[src/rtl/main_control_fsm_pkg.sv]
// ---------------------------------------------------------------------------
// main_control_fsm_pkg
// Shared definitions for the multi-cycle main control FSM:
//   - 4-bit state encodings (legacy-compatible constants)
//   - opcode and funct field constants
//   - aluControl / aluSrcB / PCSource encodings
//   - helper identifying states that end an instruction
// ---------------------------------------------------------------------------
package main_control_fsm_pkg;

    typedef logic [3:0] state_t;

    localparam state_t S_FETCH   = 4'd0;
    localparam state_t S_DECODE  = 4'd1;
    localparam state_t S_MEMADR  = 4'd2;
    localparam state_t S_MEMRD   = 4'd3;
    localparam state_t S_MEMWB   = 4'd4;
    localparam state_t S_MEMWR   = 4'd5;
    localparam state_t S_EXEC    = 4'd6;
    localparam state_t S_ALUWB   = 4'd7;
    localparam state_t S_ADDIEX  = 4'd8;
    localparam state_t S_ADDIWB  = 4'd9;
    localparam state_t S_BRANCH  = 4'd10;
    localparam state_t S_JUMP    = 4'd11;
    localparam state_t S_ILLEGAL = 4'd12;
    localparam state_t S_INTR    = 4'd13;

    localparam logic [5:0] OP_LW    = 6'b100011;
    localparam logic [5:0] OP_SW    = 6'b101011;
    localparam logic [5:0] OP_RTYPE = 6'b000000;
    localparam logic [5:0] OP_BEQ   = 6'b000100;
    localparam logic [5:0] OP_ADDI  = 6'b001000;
    localparam logic [5:0] OP_J     = 6'b000010;

    localparam logic [5:0] FN_ADD = 6'b100000;
    localparam logic [5:0] FN_SUB = 6'b100010;
    localparam logic [5:0] FN_AND = 6'b100100;
    localparam logic [5:0] FN_OR  = 6'b100101;

    localparam logic [1:0] ALU_ADD = 2'b00;
    localparam logic [1:0] ALU_SUB = 2'b01;
    localparam logic [1:0] ALU_AND = 2'b10;
    localparam logic [1:0] ALU_OR  = 2'b11;

    localparam logic [1:0] SRCB_REG    = 2'b00;
    localparam logic [1:0] SRCB_FOUR   = 2'b01;
    localparam logic [1:0] SRCB_IMM    = 2'b10;
    localparam logic [1:0] SRCB_BRANCH = 2'b11;

    localparam logic [1:0] PCSRC_ALU    = 2'b00;
    localparam logic [1:0] PCSRC_ALUOUT = 2'b01;
    localparam logic [1:0] PCSRC_JUMP   = 2'b10;
    localparam logic [1:0] PCSRC_ZERO   = 2'b11;

    // States after which the next instruction boundary is reached.
    function automatic logic is_terminal(input state_t s);
        case (s)
            S_MEMWB, S_MEMWR, S_ALUWB, S_ADDIWB,
            S_BRANCH, S_JUMP, S_ILLEGAL: is_terminal = 1'b1;
            default:                     is_terminal = 1'b0;
        endcase
    endfunction

endpackage

[src/rtl/main_control_fsm_alu_decoder.sv]
// ---------------------------------------------------------------------------
// alu_decoder
// Combinational map from the R-type funct field to the ALU operation.
//   i_funct        : funct field of the instruction register
//   o_alu_control  : ALU operation (ADD when funct is unsupported)
//   o_valid        : 1 when funct is a supported R-type operation
// ---------------------------------------------------------------------------
module alu_decoder
    import main_control_fsm_pkg::*;
(
    input  logic [5:0] i_funct,
    output logic [1:0] o_alu_control,
    output logic       o_valid
);

    always_comb begin
        o_alu_control = ALU_ADD;
        o_valid       = 1'b1;
        case (i_funct)
            FN_ADD:  o_alu_control = ALU_ADD;
            FN_SUB:  o_alu_control = ALU_SUB;
            FN_AND:  o_alu_control = ALU_AND;
            FN_OR:   o_alu_control = ALU_OR;
            default: o_valid       = 1'b0;
        endcase
    end

endmodule

[src/rtl/main_control_fsm.sv]
// ---------------------------------------------------------------------------
// main_control_fsm
// Moore control FSM for a multi-cycle MIPS-like datapath with a single
// level-sensitive interrupt taken only at instruction boundaries.
//   clk, reset      : clock, synchronous active-high reset
//   op, funct       : opcode / function fields of the instruction register
//   irq             : interrupt request (level)
//   PCWrite .. isInterrupted : 1-bit datapath controls
//   aluSrcB, aluControl, PCSource : 2-bit datapath selects
//   irq_ack         : pulses in the interrupt-entry cycle
//   illegal_op      : pulses in the illegal-instruction cycle
//   state_dbg       : current state encoding
// ---------------------------------------------------------------------------
module main_control_fsm
    import main_control_fsm_pkg::*;
(
    input  logic       clk,
    input  logic       reset,
    input  logic [5:0] op,
    input  logic [5:0] funct,
    input  logic       irq,
    output logic       PCWrite,
    output logic       isBranch,
    output logic       IRWrite,
    output logic       MemWrite,
    output logic       RegWrite,
    output logic       lorD,
    output logic       MemtoReg,
    output logic       RegDst,
    output logic       ALUSrcA,
    output logic       isInterrupted,
    output logic [1:0] aluSrcB,
    output logic [1:0] aluControl,
    output logic [1:0] PCSource,
    output logic       irq_ack,
    output logic       illegal_op,
    output logic [3:0] state_dbg
);

    state_t     r_state;
    logic       r_int_mask;
    state_t     w_next_state;
    logic       w_mask_eff;
    logic [1:0] w_fn_alu_control;
    logic       w_fn_valid;

    alu_decoder u_alu_decoder (
        .i_funct       (funct),
        .o_alu_control (w_fn_alu_control),
        .o_valid       (w_fn_valid)
    );

    // The JUMP that returns from the handler re-opens interrupts at its own
    // boundary, so a request pending on return is taken immediately.
    assign w_mask_eff = r_int_mask && (r_state != S_JUMP);

    always_comb begin
        w_next_state = S_FETCH;
        if (is_terminal(r_state)) begin
            w_next_state = (irq && !w_mask_eff) ? S_INTR : S_FETCH;
        end else begin
            case (r_state)
                S_FETCH, S_INTR: w_next_state = S_DECODE;
                S_DECODE: begin
                    case (op)
                        OP_LW, OP_SW: w_next_state = S_MEMADR;
                        OP_RTYPE:     w_next_state = S_EXEC;
                        OP_BEQ:       w_next_state = S_BRANCH;
                        OP_ADDI:      w_next_state = S_ADDIEX;
                        OP_J:         w_next_state = S_JUMP;
                        default:      w_next_state = S_ILLEGAL;
                    endcase
                end
                S_MEMADR: w_next_state = (op == OP_LW) ? S_MEMRD : S_MEMWR;
                S_MEMRD:  w_next_state = S_MEMWB;
                S_EXEC:   w_next_state = w_fn_valid ? S_ALUWB : S_ILLEGAL;
                S_ADDIEX: w_next_state = S_ADDIWB;
                default:  w_next_state = S_FETCH;
            endcase
        end
    end

    always_ff @(posedge clk) begin
        if (reset) begin
            r_state    <= S_FETCH;
            r_int_mask <= 1'b0;
        end else begin
            r_state <= w_next_state;
            if (w_next_state == S_INTR) begin
                r_int_mask <= 1'b1;
            end else if (r_state == S_JUMP) begin
                r_int_mask <= 1'b0;
            end
        end
    end

    // Outputs decode the state register; reset forces every output low in
    // the same cycle so an abandoned instruction never writes.
    always_comb begin
        PCWrite       = 1'b0;
        isBranch      = 1'b0;
        IRWrite       = 1'b0;
        MemWrite      = 1'b0;
        RegWrite      = 1'b0;
        lorD          = 1'b0;
        MemtoReg      = 1'b0;
        RegDst        = 1'b0;
        ALUSrcA       = 1'b0;
        isInterrupted = 1'b0;
        aluSrcB       = SRCB_REG;
        aluControl    = ALU_ADD;
        PCSource      = PCSRC_ALU;
        irq_ack       = 1'b0;
        illegal_op    = 1'b0;
        state_dbg     = r_state;
        case (r_state)
            S_FETCH: begin
                IRWrite = 1'b1;
                aluSrcB = SRCB_FOUR;
                PCWrite = 1'b1;
            end
            S_DECODE: aluSrcB = SRCB_BRANCH;
            S_MEMADR: begin
                ALUSrcA = 1'b1;
                aluSrcB = SRCB_IMM;
            end
            S_MEMRD: lorD = 1'b1;
            S_MEMWB: begin
                MemtoReg = 1'b1;
                RegWrite = 1'b1;
            end
            S_MEMWR: begin
                lorD     = 1'b1;
                MemWrite = 1'b1;
            end
            S_EXEC: begin
                ALUSrcA    = 1'b1;
                aluSrcB    = SRCB_REG;
                aluControl = w_fn_alu_control;
            end
            S_ALUWB: begin
                RegDst   = 1'b1;
                RegWrite = 1'b1;
            end
            S_ADDIEX: begin
                ALUSrcA = 1'b1;
                aluSrcB = SRCB_IMM;
            end
            S_ADDIWB: RegWrite = 1'b1;
            S_BRANCH: begin
                ALUSrcA    = 1'b1;
                aluSrcB    = SRCB_REG;
                aluControl = ALU_SUB;
                isBranch   = 1'b1;
                PCSource   = PCSRC_ALUOUT;
            end
            S_JUMP: begin
                PCSource = PCSRC_JUMP;
                PCWrite  = 1'b1;
            end
            S_ILLEGAL: illegal_op = 1'b1;
            S_INTR: begin
                isInterrupted = 1'b1;
                IRWrite       = 1'b1;
                aluSrcB       = SRCB_FOUR;
                PCWrite       = 1'b1;
                irq_ack       = 1'b1;
            end
            default: ;
        endcase
        if (reset) begin
            PCWrite       = 1'b0;
            isBranch      = 1'b0;
            IRWrite       = 1'b0;
            MemWrite      = 1'b0;
            RegWrite      = 1'b0;
            lorD          = 1'b0;
            MemtoReg      = 1'b0;
            RegDst        = 1'b0;
            ALUSrcA       = 1'b0;
            isInterrupted = 1'b0;
            aluSrcB       = '0;
            aluControl    = '0;
            PCSource      = '0;
            irq_ack       = 1'b0;
            illegal_op    = 1'b0;
            state_dbg     = '0;
        end
    end

endmodule

[config.mk]
export PLATFORM = sky130hd
export DESIGN_NAME = main_control_fsm
export DESIGN_NICKNAME = d
export VERILOG_FILES = /design/src/rtl/main_control_fsm_pkg.sv /design/src/rtl/main_control_fsm_alu_decoder.sv /design/src/rtl/main_control_fsm.sv
export SDC_FILE = /design/constraint.sdc
export NUM_CORES = 1
export LEC_CHECK = 0
export BUFFER_PORTS_ARGS = -buffer_cell sky130_fd_sc_hd__buf_2
export CORE_MARGIN = 2
export CORE_UTILIZATION = 40
export DETAILED_ROUTE_END_ITERATION = 6
export PLACE_DENSITY = 0.69
export SYNTH_ARGS = -nofsm -noshare
export SYNTH_HDL_FRONTEND = slang
export SYNTH_SLANG_ARGS = --single-unit
export TNS_END_PERCENT = 20
[constraint.sdc]
create_clock -name clk -period 2.7 [get_ports clk]
set_input_delay 0.135 -clock clk [delete_from_list [all_inputs] [get_ports clk]]
set_output_delay 0.135 -clock clk [all_outputs]
set_load 0.1 [all_outputs]
# Word level (Yosys, flattened, before mapping)
# Cells that the tools add are included.
word_totals:
  reg_bits: 5
  out_inout_bits: 22
  inputBits: 15
op_classes:
  muxes: 40
  n_reduce_logical: 15
  eq_ne: 24
ops:
  columns: ["cell", "count"]
  rows:
  - ["6-bit == test (second input constant)", 6]
  - ["4-bit == test (second input constant)", 7]
  - ["1-bit 2-to-1 mux", 26]
  - ["4-bit one-hot mux with 6 select lines", 1]
  - ["4-bit one-hot mux with 5 select lines", 1]
  - ["4-bit by 3-bit == test with 1-bit output (second input constant)", 4]
  - ["4-bit 2-to-1 mux", 4]
  - ["2-bit one-hot mux with 3 select lines", 2]
  - ["4-bit by 2-bit == test with 1-bit output (second input constant)", 2]
  - ["2-bit one-hot mux with 2 select lines", 2]
  - ["2-bit OR reduction", 4]
  - ["4-bit OR reduction", 2]
  - ["7-bit OR reduction", 1]
  - ["6-bit by 2-bit == test with 1-bit output (second input constant)", 1]
  - ["6-bit by 3-bit == test with 1-bit output (second input constant)", 1]
  - ["6-bit by 4-bit == test with 1-bit output (second input constant)", 1]
  - ["6-bit zero test", 1]
  - ["2-bit 2-to-1 mux", 3]
  - ["3-bit OR reduction", 2]
  - ["4-bit by 1-bit == test with 1-bit output (second input constant)", 1]
  - ["4-bit zero test", 1]
  - ["4-bit != test (second input constant)", 1]
  - ["3-bit 2-to-1 mux", 1]
  - ["1-bit logical AND", 2]
  - ["2 further kinds", 2]

# Depth between registers and ports, before layout
# Gate-level depths: netlist of run 1.
depth:
  ltp_word: 8
  mapped_depth: 8
  depth_no_buf: 6

# By module
# A second synthesis of run 1 with hierarchy kept.
hier_totals:
  cells_unflattened: 121
  hier_area_um2: 819.5
modules_own_cells:
  columns: ["module", "instances", "cells_each", "area_each_um2", "seq_area_each_um2"]
  rows:
  - ["main_control_fsm", 1, 114, 755.7, 100.1]
  - ["alu_decoder", 1, 7, 63.8, 0.0]

# Worst setup path before layout of run 1
# No wires, ideal clock.
synth_path:
  kind: "flip-flop to output port"
  from: "register r_state[1]"
  to: "output ALUSrcA"
  required_time_ns: 2.565
  stages_incl_launch_ff: 4
  slack_ns: -2.880
  arrival_time_ns: 5.445
  cell_sequence: "dfxtp_1 clkbuf_1 nor2_1 a2111oi_0"
synth_between:
  elab_chain_cells: 4
  elab_cells_between_ends: 7
synth_lines:
  columns: ["item", "line_no", "text"]
  rows:
  - ["start: declaration", "main_control_fsm.sv:40", "state_t r_state;"]
  - ["start signal: assignment", "main_control_fsm.sv:88", "r_state <= w_next_state;"]
  - ["4-bit == test, or another cell as far along", "main_control_fsm.sv:116", "case (r_state)"]
  - ["4-bit OR reduction (no line) (*)", null, null]
  - ["1-bit 2-to-1 mux (*)", "main_control_fsm.sv:116", null]
  - ["1-bit 2-to-1 mux (*)", "main_control_fsm.sv:171", "if (reset) begin"]
  - ["end: declaration", "main_control_fsm.sv:30", "output logic ALUSrcA,"]
# Mark *: on every way between the ends. The rest lies on a longest branch, timed or not.

# Worst setup path after layout of run 1
layout_path:
  from: "register r_state[2]"
  to: "output RegWrite"
layout_between:
  elab_chain_cells: 4
  elab_cells_between_ends: 6
layout_lines:
  columns: ["item", "line_no", "text"]
  rows:
  - ["4-bit by 3-bit == test with 1-bit output / 4-bit == test (equally long branches)", "main_control_fsm.sv:116", null]
  - ["3-bit OR reduction (no line) (*)", null, null]
  - ["1-bit 2-to-1 mux (*)", "main_control_fsm.sv:116", null]
  - ["1-bit 2-to-1 mux (*)", "main_control_fsm.sv:171", null]
  - ["end: declaration", "main_control_fsm.sv:26", "output logic RegWrite,"]
# Marks and branches as above.

==> results.ini, run 1 <==
[status]
outcome = finished clean

[sta]
finalSetupViolCount = 0
drv_slew = 0
relSlewSlack = 0.535
rsz0062_at_grt = no
max_freq_mhz = 432
hold_viol = 0
final.period_utilization = 0.857
layout_min_cycle_time_ns = 2.31
tightestPinTransition_ns = 0.697
skew_ns = 0.000194

[clock_tree]
cts_buffer_depth = 2
cts_max_level = 1
clkSinkCount = 5
cts_setup_buffers = 0
clock_latency_ns = 0.23
cts_buffers = 3
clk_pin_slew_worst_paths_ns = 0.04
cts_resized = 0
cts_tree = yes
cts_root_buffer = clkbuf_4
hold_buffers = 0

[drt]
remaining_drc_errors = 0
drt_iter0_drc = 19
wl_per_cell_um = 11.8
ant_nets = 0
first_pass_iters = 6
viasPerCell = 5.57
totalWireLength_um = 2060
routed-via-count = 975

[logic_synthesis]
synth_seq_cells = 5
avgSynthCellArea_um2 = 6.50
ys.warnings.count = 0
yosys.cell_count.top_type = nor2_1
synth_cell_types = 40
synthCells = 119
synthArstFlopShare = 0
synth_top_area_share = 0.129
synthFlopType = dfxtp_1
syn_nets = 134
ys_top_cells_by_area = dfxtp_1, nor2_1, nor2b_1, nor3_1, nand2_1
synth-edff-count = 0
yosysTopAreaCell = dfxtp_1
ys_seq_area_frac = 0.129
ys_top_cells_by_count = nor2_1, nand2_1, nor3_1, nor2b_1
syn-cell-area_um2 = 773

[global_route]
antenna_found_initial = 0
grt_pass1_wl_um = 3160
grt_usage = 0.190
grt_pass1_vias = 730
grt_max_degree = 22
grt-ovfl-total = 0

[final_layout]
nets = 166
syn2layout_area_growth_pct = 31.6
drive_gt1_frac = 0.340
n_antenna_cell = 0
post-route-util = 0.577
final_area_um2 = 1020

[floorplan]
start_util = 0.438
core_um2 = 1760
die_w_um = 48.0
dieArea_um2 = 2300
io_pins = 37
rows = 15
die_y_um = 48.0

[critical_path]
r2r_setup_slack_ns = 0.72
slowest_stage = dfxtp_1
required_ns = 2.57
arrival_ns = 2.18
crit_chain = nand2b_1 -> mux2_2 -> o22a_1 -> nor2_1 -> buf_2
crit_fanout = 21
end_kind = output port
crit_type = reg -> out
slowest_delay_ns = 0.76
crit_path_start_kind = flip-flop

[power_and_ir_drop]
power_density_nw_per_um2 = 1160
worst_ir_drop_vdd_mv = 0.620
leakage_nw = 0.442

[job]
max_cap_violations = 0

[placement]
post_dp_cell_area_um2 = 991
place.port_buffers = 36
dp_hpwl_um = 1620
gp_congestion = 0.824

[worst_hold_path]
hold_path.class = in -> reg

[through the flow]
stage	power [W]	setup TNS, ns	cells	setup WS [ns]	hold slack (ns)
after floorplan	0.000980	-4.38	119	-0.905	0.308
after global placement	0.00109	0	171	0.699	0.522
after detailed placement	0.00110	0	171	0.641	0.507
after CTS	0.00118	0	175	0.396	0.266
after global routing	0.00126	0	175	0.246	0.259
final	0.00118	0	175	0.387	0.271
[report_power, final]
part           switching, W  internal, W  total (W)
Sequential         0.000123     0.000103   0.000226
Combinational      0.000628     0.000243   0.000871
Clock             0.0000242    0.0000555  0.0000796
Total              0.000775     0.000402    0.00118
[worst max-delay path, delay by kind of cell (launching register included)]
family | cells | cell delay, ns
multiplexers | 1 | 0.30
AND/OR/NAND/NOR | 2 | 0.28
flip-flops | 1 | 0.76
buffers and inverters | 1 | 0.43
AO/OA/AOI/OAI | 1 | 0.17
[sequential cells by signal (all words and copies together), names as in the netlist]
signal,count
r_state,4
r_int_mask,1
[cells by family (layout without fill, tap and decap cells)]
group,after synthesis,after routing,share of synthesized area
AO/OA/AOI/OAI,28,28,0.251
XOR/XNOR,3,3,0.0340
buffers and inverters,11,42,0.0680
flip-flops,5,5,0.129
multiplexers,2,2,0.0291
AND/OR/NAND/NOR,70,70,0.489
[cell usage in the layout, fill, tap and decap left out, drive strengths merged]
cell type	n
xnor2	2
or3	2
clkbuf	4
a31o	1
o32a	1
nor2	14
nor4bb	1
o31ai	1
nor3b	3
dfxtp	5
nand2	13
inv	1
o32ai	1
a211oi	4
o21ai	6
nor3	10
or4	1
a2111oi	1
and4b	2
a21oi	6
mux2	2
nand3b	2
buf	37
nor4	2
nor2b	8
o21a	2
o21bai	1
a31oi	1
or2	2
a32oi	1
o22a	1
nand3	4
xor2	1
o41ai	1
nand2b	6
[path summary, 6_finish.rpt]
path | startpoint | cells past startpoint | endpoint
worst max-delay path | r_state[2]$_SDFF_PP0_ | 5 | RegWrite
worst min-delay path | irq | 3 | r_state[0]$_SDFF_PP0_
worst max register to register | r_state[0]$_SDFF_PP0_ | 6 | r_int_mask$_SDFFE_PP0P_
worst min register to register | r_int_mask$_SDFFE_PP0P_ | 2 | r_int_mask$_SDFFE_PP0P_
[per-layer routing]
metal / share of wire / vias up / global-route usage
met5: 0 / - / 0
met1: 0.48 / 444 / 0.268
met2: 0.47 / 28 / 0.304
met3: 0.046 / 0 / 0.0453
met4: 0 / 0 / 0.0162
li1: - / 503 / -
[area by class of cell]
cell class | instances | area (um^2)
fill | 194 | 747
multi-input combinational | 103 | 668
timing repair buffer | 37 | 188
sequential | 5 | 100
tap | 25 | 31.3
clock buffer | 4 | 26.3
inverter | 1 | 3.75
No activity file was read; power rests on OpenSTA's default activity.
==> run 2: changes to the inputs <==
CELL_PAD_IN_SITES_DETAIL_PLACEMENT = 1   (was unset)
CELL_PAD_IN_SITES_GLOBAL_PLACEMENT = 1   (was unset)
CORE_UTILIZATION = 32   (was 40)
PLACE_DENSITY = 0.81   (was 0.69)
RECOVER_POWER = 25   (was unset)
==> results.ini, run 2 (synthesis gave the netlist of run 1 again) <==
[status]
outcome = finished clean

[floorplan]
die_w_um = 53.2  ; +11%
die_y_um = 53.2  ; +11%
dieArea_um2 = 2830  ; +23%
start_util = 0.343  ; -0.0953
io_pins = 37  ; unchanged
core_um2 = 2250  ; +28%
rows = 17  ; +2

[global_route]
grt_usage = 0.206  ; +0.0167
globalRouteMet2Util = 0.385  ; +0.0814
grt_max_degree = 22  ; unchanged
antenna_found_initial = 0  ; unchanged
grtUsageMet1 = 0.254  ; -0.0136
grt_pass1_wl_um = 4310  ; +36%
busiest_layer = met2
grt_pass1_vias = 932  ; +28%
met3_usage = 0.0113  ; -0.0340
grt-ovfl-total = 0  ; unchanged

[power_and_ir_drop]
p_switching_w = 0.000822  ; +6.0%
power_density_nw_per_um2 = 1200  ; +3.9%
leakage_nw = 0.431  ; -2.3%
seq_power_share = 0.159  ; -0.033
comb_power_share = 0.772  ; +0.032
power_frac_clock = 0.069  ; about the same
worst_ir_drop_vdd_mv = 0.578  ; -6.8%
power.share.switching = 0.664  ; +0.00516
internal_power_w = 0.000416  ; +3.6%

[drt]
remaining_drc_errors = 0  ; unchanged
drt_iter0_drc = 11  ; -8
routed-via-count = 1008  ; +3.4%
ant_nets = 0  ; unchanged
wl_per_cell_um = 15.1  ; +28%
viasPerCell = 5.60  ; +0.51%
first_pass_iters = 4  ; -2
totalWireLength_um = 2720  ; +32%

[final_layout]
layout_commonest_cell = buf_2
n_antenna_cell = 0  ; unchanged
drive_gt1_frac = 0.316  ; -0.0242
fillers = 326  ; +68%
post-route-util = 0.457  ; -0.120
reg_top3 = r_state (4), r_int_mask (1)
largest_reg_flops = 4  ; unchanged
final_cell_mix = buf_2, nor2_1, nand2_1
nets = 168  ; +1.2%
syn2layout_area_growth_pct = 33.2
final_area_um2 = 1030  ; +1.2%
top_register = r_state

[clock_tree]
clkSinkCount = 5  ; unchanged
cts_max_level = 1  ; unchanged
cts_tree = yes
cts_buffer_depth = 2  ; unchanged
cts_buffers = 3  ; unchanged
cts_resized = 0  ; unchanged
hold_buffers = 0  ; unchanged
cts_root_buffer = clkbuf_4
clock_latency_ns = 0.24  ; about the same
clk_pin_slew_worst_paths_ns = 0.04  ; about the same
cts_setup_buffers = 0  ; unchanged

[sta]
skew_ns = 0.00239  ; +0.00219 ns
worst_slack_ns = 0.307  ; -0.0796 ns
finalSetupViolCount = 0  ; unchanged
hold_slack_ns = 0.261  ; -0.00979 ns
layout_min_cycle_time_ns = 2.39  ; +0.0796 ns
max_freq_mhz = 418  ; -3.3%
rsz0062_at_grt = no
relSlewSlack = 0.225  ; -0.310
tightestPinTransition_ns = 1.17  ; +0.471 ns
final.period_utilization = 0.886  ; +0.0295
hold_viol = 0  ; unchanged
drv_slew = 0  ; unchanged

[critical_path]
cp.depth = 4  ; -1
crit_chain = nand3_1 -> a211oi_4 -> or2_2 -> buf_2
slowest_stage = dfxtp_1
rr_endpoint = r_int_mask$_SDFFE_PP0P_
timing.critical_path.max_delay_family = flip-flops
endpoint = PCWrite
crit_type = reg -> out
required_ns = 2.57  ; about the same
cp_num_buf_inv = 1  ; unchanged
slowest_delay_ns = 0.76  ; about the same
end_kind = output port
arrival_ns = 2.26  ; +0.08 ns
crit_fanout = 18  ; -14%
critPathLaunch = r_state[0]$_SDFF_PP0_
r2r_cells = 5  ; -1
r2r_setup_slack_ns = 0.59  ; -0.13 ns
rr_startpoint = r_state[0]$_SDFF_PP0_
crit_path_start_kind = flip-flop

[placement]
gp_congestion = 0.792  ; -3.9%
dp_hpwl_um = 2180  ; +34%
post_dp_cell_area_um2 = 1010  ; +1.9%
pre_cts_ws_ns = 0.555  ; -0.0865 ns
place.port_buffers = 36  ; unchanged

[job]
max_cap_violations = 0  ; unchanged

[worst_hold_path]
hold_path.class = in -> reg

## run 2: worst min path at each step
stage,start,end,slack (ns),cells after the start
final,irq,r_state[0]$_SDFF_PP0_,0.26,3
after global routing,irq,r_state[0]$_SDFF_PP0_,0.31,3
after CTS,irq,r_state[0]$_SDFF_PP0_,0.26,3
after detailed placement,irq,r_state[0]$_SDFF_PP0_,0.50,3
after global placement,irq,r_state[0]$_SDFF_PP0_,0.50,3
after floorplan,reset,r_state[3]$_SDFF_PP0_,0.31,2
## run 2: area by class of cell
cell class                 instances  area, um^2  area share
clock buffer                       4        26.3      0.0255
inverter                           1        3.75     0.00365
multi-input combinational        103         668       0.649
sequential                         5         100      0.0972
tap                               28        35.0      0.0340
timing repair buffer              39         196       0.191
## run 2: metal layers
layer,vias to the layer above,share of wire
met5,-,0
met4,0,0.011
met1,479,0.44
met2,31,0.50
li1,494,-
met3,4,0.044
## run 2: worst register-to-register path, stage by stage (launching register included)
cell,delay [ns]
dfxtp_1,0.76
nand2_1,0.32
nor2_1,0.27
o21ai_0,0.17
a31o_1,0.25
o32ai_1,0.25
## run 2: power by group through the flow
stage	clock network [W]	logic [W]	registers, W
detailed placement	0	0.000955	0.000196
global placement	0	0.000938	0.000192
CTS	0.0000866	0.000959	0.000194
floorplan	0	0.000863	0.000117
global route	0.0000916	0.00102	0.000205
finish	0.0000855	0.000956	0.000196
## run 2: per-stage QoR
stage	power [W]	setup TNS, ns	std cells
2_1_floorplan	0.000980	-4.38	119
3_3_place_gp	0.00113	0	176
3_5_place_dp	0.00115	0	176
4_1_cts	0.00124	0	180
5_1_grt	0.00131	0	180
6_report	0.00124	0	180
==> run 3: changes to the inputs <==
CORE_UTILIZATION = 33   (was 32)
SYNTH_HIERARCHICAL = 1   (was unset)
==> results.ini, run 3 <==
[status]
outcome = finished clean

[logic_synthesis]
ys_seq_area_frac = 0.122  ; -0.00731
synth-edff-count = 0  ; unchanged
syn_nets = 136  ; +1.5%
ys.warnings.count = 6  ; +6
synthCells = 121  ; +1.7%
ys_top_cells_by_count = a21oi_1, nor2_1, nor2b_1, nor3_1, nand2b_1
synthFlopType = dfxtp_1
syn-cell-area_um2 = 820  ; +6.0%
yosysTopAreaCell = dfxtp_1
synthArstFlopShare = 0  ; unchanged
synth_cell_types = 43  ; +7.5%
avgSynthCellArea_um2 = 6.77  ; +4.2%
synth_seq_cells = 5  ; unchanged
synth_top_area_share = 0.122  ; -0.00731
ys_top_cells_by_area = dfxtp_1, nor2b_1, a21oi_1, nand2b_1, nor3_1

[floorplan]
die_w_um = 53.8  ; +1.3%
io_pins = 37  ; unchanged
die_y_um = 53.8  ; +1.3%
core_um2 = 2410  ; +6.9%
dieArea_um2 = 2900  ; +2.6%
rows = 18  ; +1
start_util = 0.340  ; -0.00287

[clock_tree]
cts_resized = 0  ; unchanged
cts_setup_buffers = 0  ; unchanged
cts_buffer_depth = 2  ; unchanged
clkSinkCount = 5  ; unchanged
cts_max_level = 1  ; unchanged
clk_pin_slew_worst_paths_ns = 0.04  ; about the same
hold_buffers = 0  ; unchanged
cts_tree = yes
cts_root_buffer = clkbuf_4
clock_latency_ns = 0.24  ; about the same
cts_buffers = 3  ; unchanged

[final_layout]
final_cell_mix = buf_2, a21oi_1, nor2_1
post-route-util = 0.439  ; -0.0175
layout_commonest_cell = buf_2
nets = 170  ; +1.2%
top_register = r_state
reg_top3 = r_state (4), r_int_mask (1)
n_antenna_cell = 0  ; unchanged
syn2layout_area_growth_pct = 29.2
fillers = 338  ; +3.7%
largest_reg_flops = 4  ; unchanged
final_area_um2 = 1060  ; +2.8%
drive_gt1_frac = 0.338  ; +0.0219

[sta]
tightestPinTransition_ns = 1.16  ; -0.00700 ns
fin_tns_setup_ns = 0  ; unchanged
skew_ns = 0.00118  ; -0.00121 ns
relSlewSlack = 0.229  ; +0.00465
rsz0062_at_grt = no
hold_viol = 0  ; unchanged
max_freq_mhz = 436  ; +4.3%
final.period_utilization = 0.850  ; -0.0366
drv_slew = 0  ; unchanged
layout_min_cycle_time_ns = 2.29  ; -0.0989 ns
finalSetupViolCount = 0  ; unchanged

[placement]
place.port_buffers = 36  ; unchanged
post_dp_cell_area_um2 = 1040  ; +2.9%
gp_congestion = 0.858  ; +8.4%
dp_hpwl_um = 2110  ; -3.1%

[global_route]
grt_usage = 0.211  ; +0.00483
grt_max_degree = 23  ; +4.5%
grt-ovfl-total = 0  ; unchanged
grt_pass1_wl_um = 4500  ; +4.3%
antenna_found_initial = 0  ; unchanged
grt_pass1_vias = 938  ; +0.64%

[critical_path]
end_kind = output port
cp_num_buf_inv = 2  ; +1
crit_chain = clkbuf_1 -> xor2_1 -> nand2_1 -> nor2_1 -> buf_2
slowest_delay_ns = 0.57  ; -0.19 ns
crit_path_start_kind = flip-flop
crit_fanout = 17  ; -1
slowest_stage = clkbuf_1
timing.critical_path.max_delay_family = buffers and inverters
crit_type = reg -> out
arrival_ns = 2.16  ; -0.10 ns
r2r_setup_slack_ns = 0.68  ; +0.09 ns
required_ns = 2.57  ; about the same

[drt]
ant_nets = 0  ; unchanged
routed-via-count = 1039  ; +3.1%
remaining_drc_errors = 0  ; unchanged
viasPerCell = 5.65  ; +0.83%
first_pass_iters = 4  ; unchanged
wl_per_cell_um = 15.0  ; -0.63%
totalWireLength_um = 2760  ; +1.6%
drt_iter0_drc = 18  ; +7

[power_and_ir_drop]
comb_power_share = 0.772  ; about the same
p_switching_w = 0.000761  ; -7.4%
leakage_nw = 0.449  ; +4.0%
power_density_nw_per_um2 = 1090  ; -9.4%
internal_power_w = 0.000392  ; -5.7%
seq_power_share = 0.153  ; -0.006
power_frac_clock = 0.075  ; +0.006
power.share.switching = 0.660  ; -0.00415
p_total_w = 0.00115  ; -6.8%
worst_ir_drop_vdd_mv = 0.539  ; -6.8%

[worst_hold_path]
hold_path.class = in -> reg

[job]
max_cap_violations = 0  ; unchanged

[run 3: cell count changes after synthesis, sizes merged, moves of 3 or more]
cell and change:
nor2 -4, a31oi +3, a21oi +4, nand2 -6
[run 3: cell families (layout without fill, tap and decap cells)]
logic type,after synthesis,after routing,synth area share
DFF,5,5,0.122
xor gates and xnor gates,3,3,0.0321
muxes,1,1,0.0122
and+or+nand+nor,64,64,0.461
AOI/OAI and AO/OA,37,37,0.308
buffers and inverters,11,44,0.0641
[run 3: layout make-up]
| class | instances | area [um^2] | area share |
|---|---|---|---|
| tap | 30 | 37.5 | 0.0355 |
| multi-input combinational | 105 | 691 | 0.652 |
| timing repair buffer | 40 | 204 | 0.193 |
| sequential | 5 | 100 | 0.0946 |
| clock buffer | 4 | 26.3 | 0.0248 |
[run 3: power groups by stage]
stage / Combinational [W] / Clock (W) / Sequential (W)
floorplan: 0.000780 / 0 / 0.000120
global placement: 0.000861 / 0 / 0.000172
CTS: 0.000890 / 0.0000913 / 0.000176
detailed placement: 0.000884 / 0 / 0.000178
finish: 0.000890 / 0.0000868 / 0.000177
global route: 0.000949 / 0.0000970 / 0.000186
[run 3: metrics by stage]
stage / cells / hold WS (ns) / setup WS, ns
3_3_place_gp: 180 / 0.496 / 0.826
4_1_cts: 184 / 0.255 / 0.438
6_report: 184 / 0.278 / 0.406
3_5_place_dp: 180 / 0.519 / 0.706
2_1_floorplan: 121 / 0.312 / -0.420
5_1_grt: 184 / 0.291 / 0.207
[run 3: final timing paths]
path,from,end,cells after the start
hold / removal,irq,r_int_mask$_SDFFE_PP0P_,3
setup reg to reg,r_state[1]$_SDFF_PP0_,r_state[0]$_SDFF_PP0_,5
hold reg to reg,r_int_mask$_SDFFE_PP0P_,r_int_mask$_SDFFE_PP0P_,2
setup / recovery,r_state[1]$_SDFF_PP0_,lorD,5
[run 3: tightest hold or removal path: stages]
cell and delay (ns):
buf_2 0.12, a21oi_1 0.14, a311oi_1 0.06
[run 3: per-layer routing]
| layer | track usage | vias up | routed length, um |
|---|---|---|---|
| li1 | - | 519 | - |
| met1 | 0.274 | 488 | 1280 |
| met2 | 0.366 | 30 | 1350 |
| met3 | 0.0194 | 2 | 115 |
| met4 | 0.0641 | 0 | 18 |
| met5 | 0 | - | 0 |
